**src/rtl/imem_loader_pkg.sv**
```systemverilog
// Shared types and constants for the boot-time instruction-memory loader.
// Optional checksum stage is enabled by defining IMEM_LOADER_CHECKSUM_EN.
package imem_loader_pkg;

    typedef enum logic [2:0] {
        ST_IDLE,
        ST_CNT_LO,
        ST_CNT_HI,
        ST_DATA,
        ST_CSUM,
        ST_DONE,
        ST_ERR
    } loader_state_t;

    localparam logic [7:0] DEFAULT_SYNC_BYTE = 8'hA5;

    // Sync byte plus the two word-count bytes.
    localparam int HDR_LEN = 3;

endpackage

```
**src/rtl/imem_word_asm.sv**
```systemverilog
// Little-endian word assembler: collects four stream bytes into one 32-bit word.
// Part of imem_loader; IMEM_LOADER_CHECKSUM_EN does not affect this block.
module imem_word_asm (
    input  logic        clk,
    input  logic        reset,
    input  logic        clear,
    input  logic        accept,
    input  logic [7:0]  byte_in,
    output logic [31:0] word,
    output logic        word_done
);

    logic [1:0]  byte_idx;
    logic [23:0] shift_reg;

    // Bytes enter at the top so the first byte ends up in bits 7:0.
    always_ff @(posedge clk or posedge reset) begin
        if (reset) begin
            byte_idx  <= 2'd0;
            shift_reg <= 24'd0;
        end else if (clear) begin
            byte_idx  <= 2'd0;
            shift_reg <= 24'd0;
        end else if (accept) begin
            byte_idx  <= byte_idx + 2'd1;
            shift_reg <= {byte_in, shift_reg[23:8]};
        end
    end

    assign word      = {byte_in, shift_reg};
    assign word_done = accept && (byte_idx == 2'd3);

endmodule

```
**src/rtl/imem_loader.sv**
```systemverilog
// Boot loader: parses a sync/count/data byte frame and writes instruction memory.
// Define IMEM_LOADER_CHECKSUM_EN to require a trailing XOR checksum byte.
module imem_loader
    import imem_loader_pkg::*;
#(
    parameter int         ROM_SIZE  = 32,
    parameter logic [7:0] SYNC_BYTE = DEFAULT_SYNC_BYTE
) (
    input  logic                        clk,
    input  logic                        reset,
    input  logic                        rx_valid,
    input  logic [7:0]                  rx_data,
    output logic                        rx_ready,
    input  logic                        reload,
    output logic                        imem_we,
    output logic [$clog2(ROM_SIZE)-1:0] imem_addr,
    output logic [31:0]                 imem_wdata,
    output logic                        cpu_hold,
    output logic                        done,
    output logic                        error
);

    localparam int ADDR_W = $clog2(ROM_SIZE);

`ifdef IMEM_LOADER_CHECKSUM_EN
    localparam loader_state_t END_STATE = ST_CSUM;
`else
    localparam loader_state_t END_STATE = ST_DONE;
`endif

    loader_state_t state, next_state;
    logic [15:0]   count;
    logic [15:0]   word_cnt;
    logic [15:0]   count_full;
    logic          accept;
    logic          last_word;
    logic [31:0]   asm_word;
    logic          word_done;
    logic          stay_done;
`ifdef IMEM_LOADER_CHECKSUM_EN
    logic [7:0]    csum;
`endif

    assign rx_ready   = (state != ST_DONE) && (state != ST_ERR);
    assign accept     = rx_valid && rx_ready;
    assign count_full = {rx_data, count[7:0]};
    assign last_word  = (word_cnt + 16'd1) == count;
    assign error      = (state == ST_ERR);
    assign stay_done  = (state == ST_DONE) && (next_state == ST_DONE);

    imem_word_asm u_word_asm (
        .clk       (clk),
        .reset     (reset),
        .clear     (state != ST_DATA),
        .accept    (accept && (state == ST_DATA)),
        .byte_in   (rx_data),
        .word      (asm_word),
        .word_done (word_done)
    );

    // Frame parser next-state decode.
    always_comb begin
        next_state = state;
        case (state)
            ST_IDLE:   if (accept && rx_data == SYNC_BYTE) next_state = ST_CNT_LO;
            ST_CNT_LO: if (accept) next_state = ST_CNT_HI;
            ST_CNT_HI: begin
                if (accept) begin
                    if (count_full > 16'(ROM_SIZE))
                        next_state = ST_ERR;
                    else if (count_full == 16'd0)
                        next_state = END_STATE;
                    else
                        next_state = ST_DATA;
                end
            end
            ST_DATA:   if (word_done && last_word) next_state = END_STATE;
`ifdef IMEM_LOADER_CHECKSUM_EN
            ST_CSUM:   if (accept) next_state = (rx_data == csum) ? ST_DONE : ST_ERR;
`endif
            ST_DONE,
            ST_ERR:    if (reload) next_state = ST_IDLE;
            default:   next_state = ST_IDLE;
        endcase
    end

    // done/cpu_hold lag DONE entry by a cycle so release follows the last write pulse.
    always_ff @(posedge clk or posedge reset) begin
        if (reset) begin
            state      <= ST_IDLE;
            count      <= 16'd0;
            word_cnt   <= 16'd0;
            imem_we    <= 1'b0;
            imem_addr  <= '0;
            imem_wdata <= 32'd0;
            done       <= 1'b0;
            cpu_hold   <= 1'b1;
        end else begin
            state    <= next_state;
            imem_we  <= 1'b0;
            done     <= stay_done;
            cpu_hold <= !stay_done;
            if (state == ST_IDLE)
                word_cnt <= 16'd0;
            if (state == ST_CNT_LO && accept)
                count[7:0] <= rx_data;
            if (state == ST_CNT_HI && accept)
                count[15:8] <= rx_data;
            if (word_done) begin
                imem_we    <= 1'b1;
                imem_addr  <= word_cnt[ADDR_W-1:0];
                imem_wdata <= asm_word;
                word_cnt   <= word_cnt + 16'd1;
            end
        end
    end

`ifdef IMEM_LOADER_CHECKSUM_EN
    // Running XOR over every byte after sync, checked against the trailing byte.
    always_ff @(posedge clk or posedge reset) begin
        if (reset) begin
            csum <= 8'd0;
        end else if (state == ST_IDLE) begin
            csum <= 8'd0;
        end else if (accept && (state == ST_CNT_LO || state == ST_CNT_HI || state == ST_DATA)) begin
            csum <= csum ^ rx_data;
        end
    end
`endif

endmodule

```
**config.mk**
```make
export PLATFORM = sky130hd
export DESIGN_NAME = imem_loader
export DESIGN_NICKNAME = d
export VERILOG_FILES = /design/src/rtl/imem_loader_pkg.sv /design/src/rtl/imem_word_asm.sv /design/src/rtl/imem_loader.sv
export SDC_FILE = /design/constraint.sdc
export NUM_CORES = 1
export LEC_CHECK = 0
export BUFFER_PORTS_ARGS = -buffer_cell sky130_fd_sc_hd__buf_2
export CAP_MARGIN = 0
export CORE_ASPECT_RATIO = 0.6
export CORE_MARGIN = 10
export CORE_UTILIZATION = 40
export CTS_CLUSTER_SIZE = 16
export DETAILED_ROUTE_END_ITERATION = 16
export PLACE_DENSITY = 0.69
export SYNTH_ARGS = -nofsm -noshare
export SYNTH_HDL_FRONTEND = slang
export SYNTH_SLANG_ARGS = --single-unit
```
**constraint.sdc**
```tcl
create_clock -name clk -period 4 [get_ports clk]
set_input_delay 0.8 -clock clk [delete_from_list [all_inputs] [get_ports clk]]
set_output_delay 0.8 -clock clk [all_outputs]
set_load 0.01 [all_outputs]
```
# Word level (Yosys, flattened, before mapping)
# Index checks and enable logic that the tools add are counted.
dict set report op_classes {
  addsub 2
  n_lt_le_gt_ge 1
  eq_ne 12
  muxes 15
  n_reduce_logical 15
}
# cell n
set ops {}
lappend ops {{$mux 24} 2}
lappend ops {{$mux 16} 2}
lappend ops {{$mux 3} 7}
lappend ops {{$add 16x1->16 const B} 1}
lappend ops {{$eq 16x16->1} 1}
lappend ops {{$gt 16x6->1 const B} 1}
lappend ops {{$logic_not 16->1} 1}
lappend ops {{$pmux 3 s5} 1}
lappend ops {{$eq 3x3->1 const B} 3}
lappend ops {{$logic_and 1x1->1} 9}
lappend ops {{$eq 8x8->1 const B} 1}
lappend ops {{$eq 3x2->1 const B} 2}
lappend ops {{$ne 3x3->1 const B} 2}
lappend ops {{$mux 2} 2}
lappend ops {{$reduce_bool 2->1} 2}
lappend ops {{$eq 3x1->1 const B} 1}
lappend ops {{$logic_not 3->1} 1}
lappend ops {{$ne 3x2->1 const B} 1}
lappend ops {{$add 2x1->2 const B} 1}
lappend ops {{$eq 2x2->1 const B} 1}
lappend ops {{$reduce_or 2->1} 1}
lappend ops {{$logic_not 1->1} 1}
lappend ops {{$mux 1} 1}
dict set report totals {
  reg_bits 101
  in_bits 12
  out_inout_bits 42
}

# Logic depth before layout (Yosys ltp)
# Gate-level depths: netlist of the first run.
dict set report logic_depth {
  depth_word 11
  ltp_mapped 9
  ltp_nobuf 7
}

# Hierarchy
# From an unflattened synthesis of the first run, not the netlist that was laid out.
dict set report unflattened {
  cells_unflattened 412
  hier_area_um2 4936.0
}
# mod instances cells_each area_per_inst_um2 seq_area_each_um2
set by_module_without_submodules {}
lappend by_module_without_submodules {imem_loader 1 317 3777.4 1878.1}
lappend by_module_without_submodules {imem_word_asm 1 95 1158.6 650.6}

# Worst setup path after synthesis of the first run
# Ideal clock, no wire load.
dict set report synth_timing {
  path_type {input to register}
  from {in rx_data[6]}
  to {reg state[1]}
  setup_time_ns 0.118
  arrival_ns 2.213
  required_ns 3.882
  slack_ns 1.669
  cell_stages 6
  path_buffers 0
  path_cell_list {nor4_1 nand3_1 or4b_2 a21oi_1 o31ai_1 a21o_1}
}
dict set report synth_between {
  elab_chain_len 5
}
# item line_no
set synth_rtl {}
lappend synth_rtl {{from (decl)} imem_loader.sv:12} ;# input logic [7:0] rx_data,
lappend synth_rtl {{parallel branches: the longest is 4 deep, another holds $gt 16x6->1} -}
lappend synth_rtl {{$pmux 3 s5 *} imem_loader.sv:64} ;# case (state)
lappend synth_rtl {{via next_state[1]} imem_loader.sv:31} ;# loader_state_t state, next_state;
lappend synth_rtl {{to (signal assigned)} imem_loader.sv:99} ;# state <= next_state;
lappend synth_rtl {{to (decl)} imem_loader.sv:31}
# Mark *: on every way through the listed nets, which the timed path passes.
# A chain may end at the register's enable or synchronous reset.

# Worst setup path in the final report of the first run
dict set report layout_timing {
  from {reg state[2]}
  to {reg state[1]}
}
dict set report layout_between {
  elab_chain_len 8
}
# item line_no
set layout_rtl {}
lappend layout_rtl {{$ne 3x3->1} imem_loader.sv:44} ;# assign rx_ready = (state != ST_DONE) && (state != ST_ERR);
lappend layout_rtl {{$logic_and 1x1->1} imem_loader.sv:44}
lappend layout_rtl {{$logic_and 1x1->1} imem_loader.sv:45} ;# assign accept = rx_valid && rx_ready;
lappend layout_rtl {{$logic_and 1x1->1} imem_loader.sv:55} ;# .accept (accept && (state == ST_DATA)),
lappend layout_rtl {{$logic_and 1x1->1} imem_word_asm.sv:31} ;# assign word_done = accept && (byte_idx == 2'd3);
lappend layout_rtl {{$logic_and 1x1->1} imem_loader.sv:77} ;# ST_DATA: if (word_done && last_word) next_state = END_STATE;
lappend layout_rtl {{$mux 3} imem_loader.sv:77}
lappend layout_rtl {{$pmux 3 s5 *} imem_loader.sv:64}
lappend layout_rtl {{via next_state[1]} imem_loader.sv:31}
# The timed path passes the listed nets; every way through them passes the cells marked *.

==> reports/qor.yml, run 1 <==
run_status: "finished clean"
ys_seq_elements: 101
coreArea_um2: 12000
chipHeight_um: 106
endpoint_required_time_on_the_critical_path_ns: 4.24
largest_clock_skew_in_the_final_design_ns: 0.00748
synth_common_cells: "149 x sky130_fd_sc_hd__nand2_1, 100 x sky130_fd_sc_hd__dfrtp_1, 38 x sky130_fd_sc_hd__nor2_1, 30 x sky130_fd_sc_hd__o21ai_0, 27 x sky130_fd_sc_hd__mux2i_1"
drive_gt1_share_pct: 19.4
drt-vias-per-instance: 5.35
critical_path.cell_chain: "nand3b_2 -> a211oi_1 -> o2111ai_1 -> a2111o_1 -> a2111o_1 -> a21o_1"
post-route-period-util_pct: 69.6
portion_of_the_post_synthesis_area_used_by_sequential_elements_pct: 51.7
numPortBuffers: 53
cts_hold_buffers: 0
vias: 3829
post-synth-top-area-fraction_pct: 51.2
crit_path_start_kind: "register"
grt_antenna_before_repair: 0
hold_path_class: "register to register"
num-fill-cells: 1130
worst_pin_slew_ns: 0.945
tritoncts.num_buffers: 9
floorplan.initialDensity_pct: 40.7
place.gp.congestion: 0.928
primary_flip_flop_cell_chosen_by_synthesis_mapping: "sky130_fd_sc_hd__dfrtp_1"
die_area_um2: 17200
grt_pass1_vias: 3671
total_leakage_power_uw: 0.00280
area_delta_synth_final_pct: 13.7
synthDistinctLibCells: 59
vdd_ir_drop_max_mv: 0.239
clk-insertion-delay-late_ns: 0.35
setup_violations: 0
critPathArrivalTime_ns: 3.02
global_route_wire_length_before_repair_mm: 20.4
ys.warnings.count: 0
detail_route.drc_violations: 0
postSynth.asyncResetShare_pct: 100
final-hold-violation-count: 0
yosysMostFrequentCell: "sky130_fd_sc_hd__nand2_1"
criticalPathCategory: "register to register"
highest_layer: "met4"
cts_setup_buffers: 0
largest_register_ff_count: 32
postSynthNetCount: 518
clock-root-buffer: "sky130_fd_sc_hd__clkbuf_16"
worstSetupEndpointType: "register"
wl_met1_mm: 6.85
critical_path.top_delay_family: "compound AO/OA/AOI/OAI gates"
drv_slew: 0
num_io_pins: 54
cp_max_delay_cell: "sky130_fd_sc_hd__nand3b_2"
timing.reg2reg.setup_slack_ns: 1.22
cts_sink_cnt: 101
met2WireLength_mm: 4.72
min_period_ns: 2.78
synth_largest_area_cell: "sky130_fd_sc_hd__dfrtp_1"
setup_total_negative_slack_ns: 0
met3WireLength_um: 858
worst_slew_margin_rel_pct: 36.8
die_width_um: 163
clock_tree_from_tritoncts: "built"
worst-path-max-fanout: 28
core.rowCount: 31
postSynthAreaPerCell_um2: 9.70
cts-root-to-sink-buffers: 2
cp_slowest_stage_delay_ns: 0.63
drv.max_cap_violation_count: 0
crit_path_frequent_cell: "sky130_fd_sc_hd__a2111o_1"
cts_repair_resizes: 0
synth_top_cells_by_area: "sky130_fd_sc_hd__dfrtp_1 51%, sky130_fd_sc_hd__nand2_1 11%, sky130_fd_sc_hd__mux2i_1 5.5%"
routed_wl_mm: 12.6
antenna-diode-count: 0
drtPass1Iterations: 5
globalRouteTotalUtil_pct: 14.8
global_route.overflow_total: 0
drt_iter0_markers: 332
timing.critical_path.buf_inv: 0
synth-edff-count: 0
max_clock_freq_mhz: 359
power_density_normalized_to_cell_area_nw_per_um2: 460
finish.utilization_pct: 46.2
route.antenna.remaining_nets: 0
clkSlewWorstSetupHoldPaths_ns: 0.07
num-nets-final: 560
largest_net_degree_at_the_start_of_global_routing: 72
routedWlPerCell_um: 17.6
rsz0062_at_grt: "false"
dp_hpwl_mm: 9.18
htree_levels: 3
post_synth_inst_count: 504
netlist_area_um2: 4890
==> metrics by stage <==
stage          hold slack (ns)  worst slack (ns)  std cells  instance area, µm²  power, µW
6_report                 0.478              1.22        716                5560       2560
3_5_place_dp             0.457              1.25        700                5250       1650
5_1_grt                  0.499             0.976        716                5560       2680
3_3_place_gp             0.456              1.28        700                5250       1640
4_1_cts                  0.479              1.21        716                5560       2570
2_1_floorplan            0.438             0.555        504                4890       1520
==> per-layer routing <==
metal | GRT usage, % | up-vias
li1 | - | 1809
met1 | 23.4 | 1875
met2 | 18.4 | 129
met3 | 3.96 | 16
met4 | 4.94 | 0
met5 | 0 | -
==> final cells by class <==
cell class	instances	area [µm²]	area share, %
clock inverter	7	87.6	1.58
multi-input combinational	367	2170	39.0
clock buffer	9	225	4.05
tap	165	206	3.71
inverter	8	32.5	0.585
timing repair buffer	59	310	5.58
sequential	101	2530	45.5
==> cell families (layout without fill, tap and decap cells) <==
kind of cell	after synthesis	after routing	synth area share, %
AOI/OAI and AO/OA	62	62	8.21
xor gates and xnor gates	18	18	3.51
adders and majority gates	2	2	0.512
buffers and inverters	36	83	4.02
DFF	101	101	51.7
muxes	41	41	8.75
and+or+nand+nor	244	244	23.3
==> worst reg2reg max path, cell delays in order, from the launching register on <==
cell and delay, ns:
sky130_fd_sc_hd__dfrtp_1 0.46, sky130_fd_sc_hd__nand3b_2 0.63, sky130_fd_sc_hd__a211oi_1 0.48, sky130_fd_sc_hd__o2111ai_1 0.17, sky130_fd_sc_hd__a2111o_1 0.39, sky130_fd_sc_hd__a2111o_1 0.37
sky130_fd_sc_hd__a21o_1 0.18
==> placed cells by master, fill, tap and decap left out, drive strengths merged, types with 3 or more instances in the layout <==
| cell type | Yosys | routed |
|---|---|---|
| a21o | 5 | 5 |
| a21oi | 5 | 5 |
| and3 | 4 | 4 |
| and4 | 4 | 4 |
| buf | 6 | 59 |
| clkbuf | 21 | 9 |
| dfrtp | 100 | 100 |
| inv | 8 | 13 |
| mux2 | 14 | 14 |
| mux2i | 27 | 27 |
| nand2 | 149 | 149 |
| nand2b | 3 | 3 |
| nand3 | 9 | 9 |
| nand4 | 9 | 9 |
| nor2 | 39 | 39 |
| nor2b | 3 | 3 |
| nor3 | 5 | 5 |
| nor4 | 4 | 4 |
| o21ai | 31 | 31 |
| o31ai | 6 | 6 |
| or4 | 5 | 5 |
| xnor2 | 11 | 11 |
| xor2 | 6 | 6 |
==> final timing paths <==
kind | from | to | depth (start not counted)
max | state[2]$_DFF_PP0_ | state[1]$_DFF_PP0_ | 6
min | imem_wdata[2]$_DFFE_PP0P_ | imem_wdata[2]$_DFFE_PP0P_ | 2
max reg2reg | state[2]$_DFF_PP0_ | state[1]$_DFF_PP0_ | 6
min reg2reg | imem_wdata[2]$_DFFE_PP0P_ | imem_wdata[2]$_DFFE_PP0P_ | 2
max in group asynchronous | reset | cpu_hold$_DFF_PP1_ | 3
min in group asynchronous | reset | imem_wdata[17]$_DFFE_PP0P_ | 2
==> power breakdown <==
part | leakage (µW) | internal (µW) | total [µW] | switching, µW
clock | 0.000155 | 502 | 918 | 416
sequential | 0.00138 | 1100 | 1210 | 109
combinational | 0.00126 | 197 | 428 | 231
total | 0.00280 | 1800 | 2560 | 757
Power figures use the tool's default switching activity.
==> run 2: changes to the inputs <==
Settings changed: PLACE_DENSITY 0.69 to 0.71.
Clock period 4 ns to 2.4 ns, I/O delays scaled along.
==> reports/qor.yml, run 2 (synthesis gave the netlist of run 1 again) <==
tritoncts.num_buffers: 9  # unchanged
design_area_um2: 5800  # +4.3%
largest_clock_skew_in_the_final_design_ns: 0.00577  # -0.00171 ns
grt_antenna_before_repair: 0  # unchanged
drv.max_cap_violation_count: 0  # unchanged
vdd_ir_drop_max_mv: 0.381  # +60%
route.antenna.remaining_nets: 0  # unchanged
vias: 3929  # +2.6%
die_area_um2: 17200  # unchanged
globalRouteTotalUtil_pct: 15.7  # +0.87 points
routedWlPerCell_um: 18.0  # +2.0%
numPortBuffers: 53  # unchanged
global_route_wire_length_before_repair_mm: 21.5  # +5.5%
cts-root-to-sink-buffers: 2  # unchanged
dpl-instance-area_um2: 5430  # +3.4%
crit_path_start_kind: "register"
clock-root-buffer: "sky130_fd_sc_hd__clkbuf_16"
worst-path-max-fanout: 14  # -50%
layoutNonFillerInstCount: 739  # +3.2%
drt_iter0_markers: 424  # +28%
worstSetupEndpointType: "register"
detail_route.drc_violations: 0  # unchanged
final_cell_mix: "149 x sky130_fd_sc_hd__nand2_1, 99 x sky130_fd_sc_hd__dfrtp_1, 53 x sky130_fd_sc_hd__buf_2"
hold_path_class: "input pin to async pin"
cts_sink_cnt: 101  # unchanged
rsz0062_at_grt: "false"
htree_levels: 3  # unchanged
endpoint_required_time_on_the_critical_path_ns: 2.64  # -1.60 ns
num_io_pins: 54  # unchanged
clk-insertion-delay-late_ns: 0.35  # about the same
run_status: "finished clean"
min_period_ns: 2.32  # -0.467 ns
chipHeight_um: 106  # unchanged
max_clock_freq_mhz: 432  # +20%
largest_register_ff_count: 32  # unchanged
drtPass1Iterations: 5  # unchanged
cts_hold_buffers: 0  # unchanged
regToRegEndpoint: "state[1]$_DFF_PP0_"
drive_gt1_share_pct: 23.2  # +3.8 points
clock_tree_from_tritoncts: "built"
post-route-period-util_pct: 96.5  # +27 points
criticalPathCategory: "register to register"
area_delta_synth_final_pct: 18.7
r2r-start: "word_cnt[3]$_DFFE_PP0P_"
largest_net_degree_at_the_start_of_global_routing: 102  # +42%
critPathArrivalTime_ns: 2.56  # -0.46 ns
num-nets-final: 582  # +3.9%
routed_wl_mm: 13.3  # +5.2%
commonest_non_fill_non_tap_cell_in_the_layout: "sky130_fd_sc_hd__nand2_1"
timing.reg2reg.setup_slack_ns: 0.08  # -1.13 ns
reg2reg_depth: 6  # unchanged
die_width_um: 163  # unchanged
setup_violations: 0  # unchanged
floorplan.initialDensity_pct: 40.7  # unchanged
global_route.overflow_total: 0  # unchanged
place.gp.congestion: 0.910  # -1.9%
grt_pass1_vias: 3841  # +4.6%
power_density_normalized_to_cell_area_nw_per_um2: 762  # +66%
placedCellCount: 722  # +3.1%
dp_hpwl_mm: 9.57  # +4.3%
clkSlewWorstSetupHoldPaths_ns: 0.07  # about the same
coreArea_um2: 12000  # unchanged
total_power_uw: 4420  # +73%
final-hold-violation-count: 0  # unchanged
drv_slew: 0  # unchanged
worst_slew_margin_rel_pct: 55.8  # +19 points
core.rowCount: 31  # unchanged
worst_pin_slew_ns: 0.658  # -0.287 ns
drt-vias-per-instance: 5.32  # -0.58%
total_leakage_power_uw: 0.00294  # +4.9%
## run 2: repair_timing
item / in CTS / in global routing
setup endpoints to repair: 1 / 2
resized for setup: 1 / 5
setup buffers: 0 / 0
pin swaps: 0 / 1
## run 2: worst max path at each step
stage | cells after the start | slack [ns] | from | end
3_3_place_gp | 8 | -0.08 | rx_data[6] | state[1]$_DFF_PP0_
4_1_cts | 7 | 0.06 | word_cnt[0]$_DFFE_PP0P_ | state[1]$_DFF_PP0_
3_5_place_dp | 7 | -0.03 | word_cnt[0]$_DFFE_PP0P_ | state[1]$_DFF_PP0_
6_report | 6 | 0.08 | word_cnt[3]$_DFFE_PP0P_ | state[1]$_DFF_PP0_
5_1_grt | 7 | 0.002 | word_cnt[1]$_DFFE_PP0P_ | state[1]$_DFF_PP0_
2_1_floorplan | 8 | 0.13 | word_cnt[0]$_DFFE_PP0P_ | state[1]$_DFF_PP0_
## run 2: power breakdown
group	total (µW)	switching, µW	internal [µW]
clock network	1630	672	963
registers	2010	170	1840
logic	781	432	349
total	4420	1270	3150
## run 2: final cells by class
| cell class | instances | area (µm²) |
|---|---|---|
| fill | 1125 | 6220 |
| timing repair buffer | 81 | 488 |
| antenna | 1 | 2.50 |
| inverter | 8 | 33.8 |
| clock inverter | 6 | 100 |
| multi-input combinational | 367 | 2200 |
| tap | 165 | 206 |
| clock buffer | 10 | 239 |
| sequential | 101 | 2530 |
## run 2: critical path: stages (launching register included)
cell,delay [ns]
sky130_fd_sc_hd__dfrtp_1,0.52
sky130_fd_sc_hd__nand3_4,0.26
sky130_fd_sc_hd__nor3_4,0.27
sky130_fd_sc_hd__nand2_1,0.10
sky130_fd_sc_hd__or4_1,0.42
sky130_fd_sc_hd__a2111o_1,0.46
sky130_fd_sc_hd__a21o_1,0.19
## run 2: routing by layer
layer  vias up  track usage (%)  share of wire, %
met3        15             5.98               8.9
li1       1839                -                 -
met4         0             3.97               1.1
met2       141             19.7                39
met5         -                0                 0
met1      1934             24.0                51
## run 2: stage by stage
stage / setup TNS [ns] / setup WS (ns) / hold WS [ns] / utilization [%]
floorplan: 0 / 0.129 / 0.438 / -
global placement: -0.0838 / -0.0838 / 0.453 / 45.1
detailed placement: -0.0280 / -0.0280 / 0.456 / 45.1
CTS: 0 / 0.0579 / 0.313 / 48.0
global route: 0 / 0.00191 / 0.330 / 48.2
finish: 0 / 0.0844 / 0.273 / 48.3
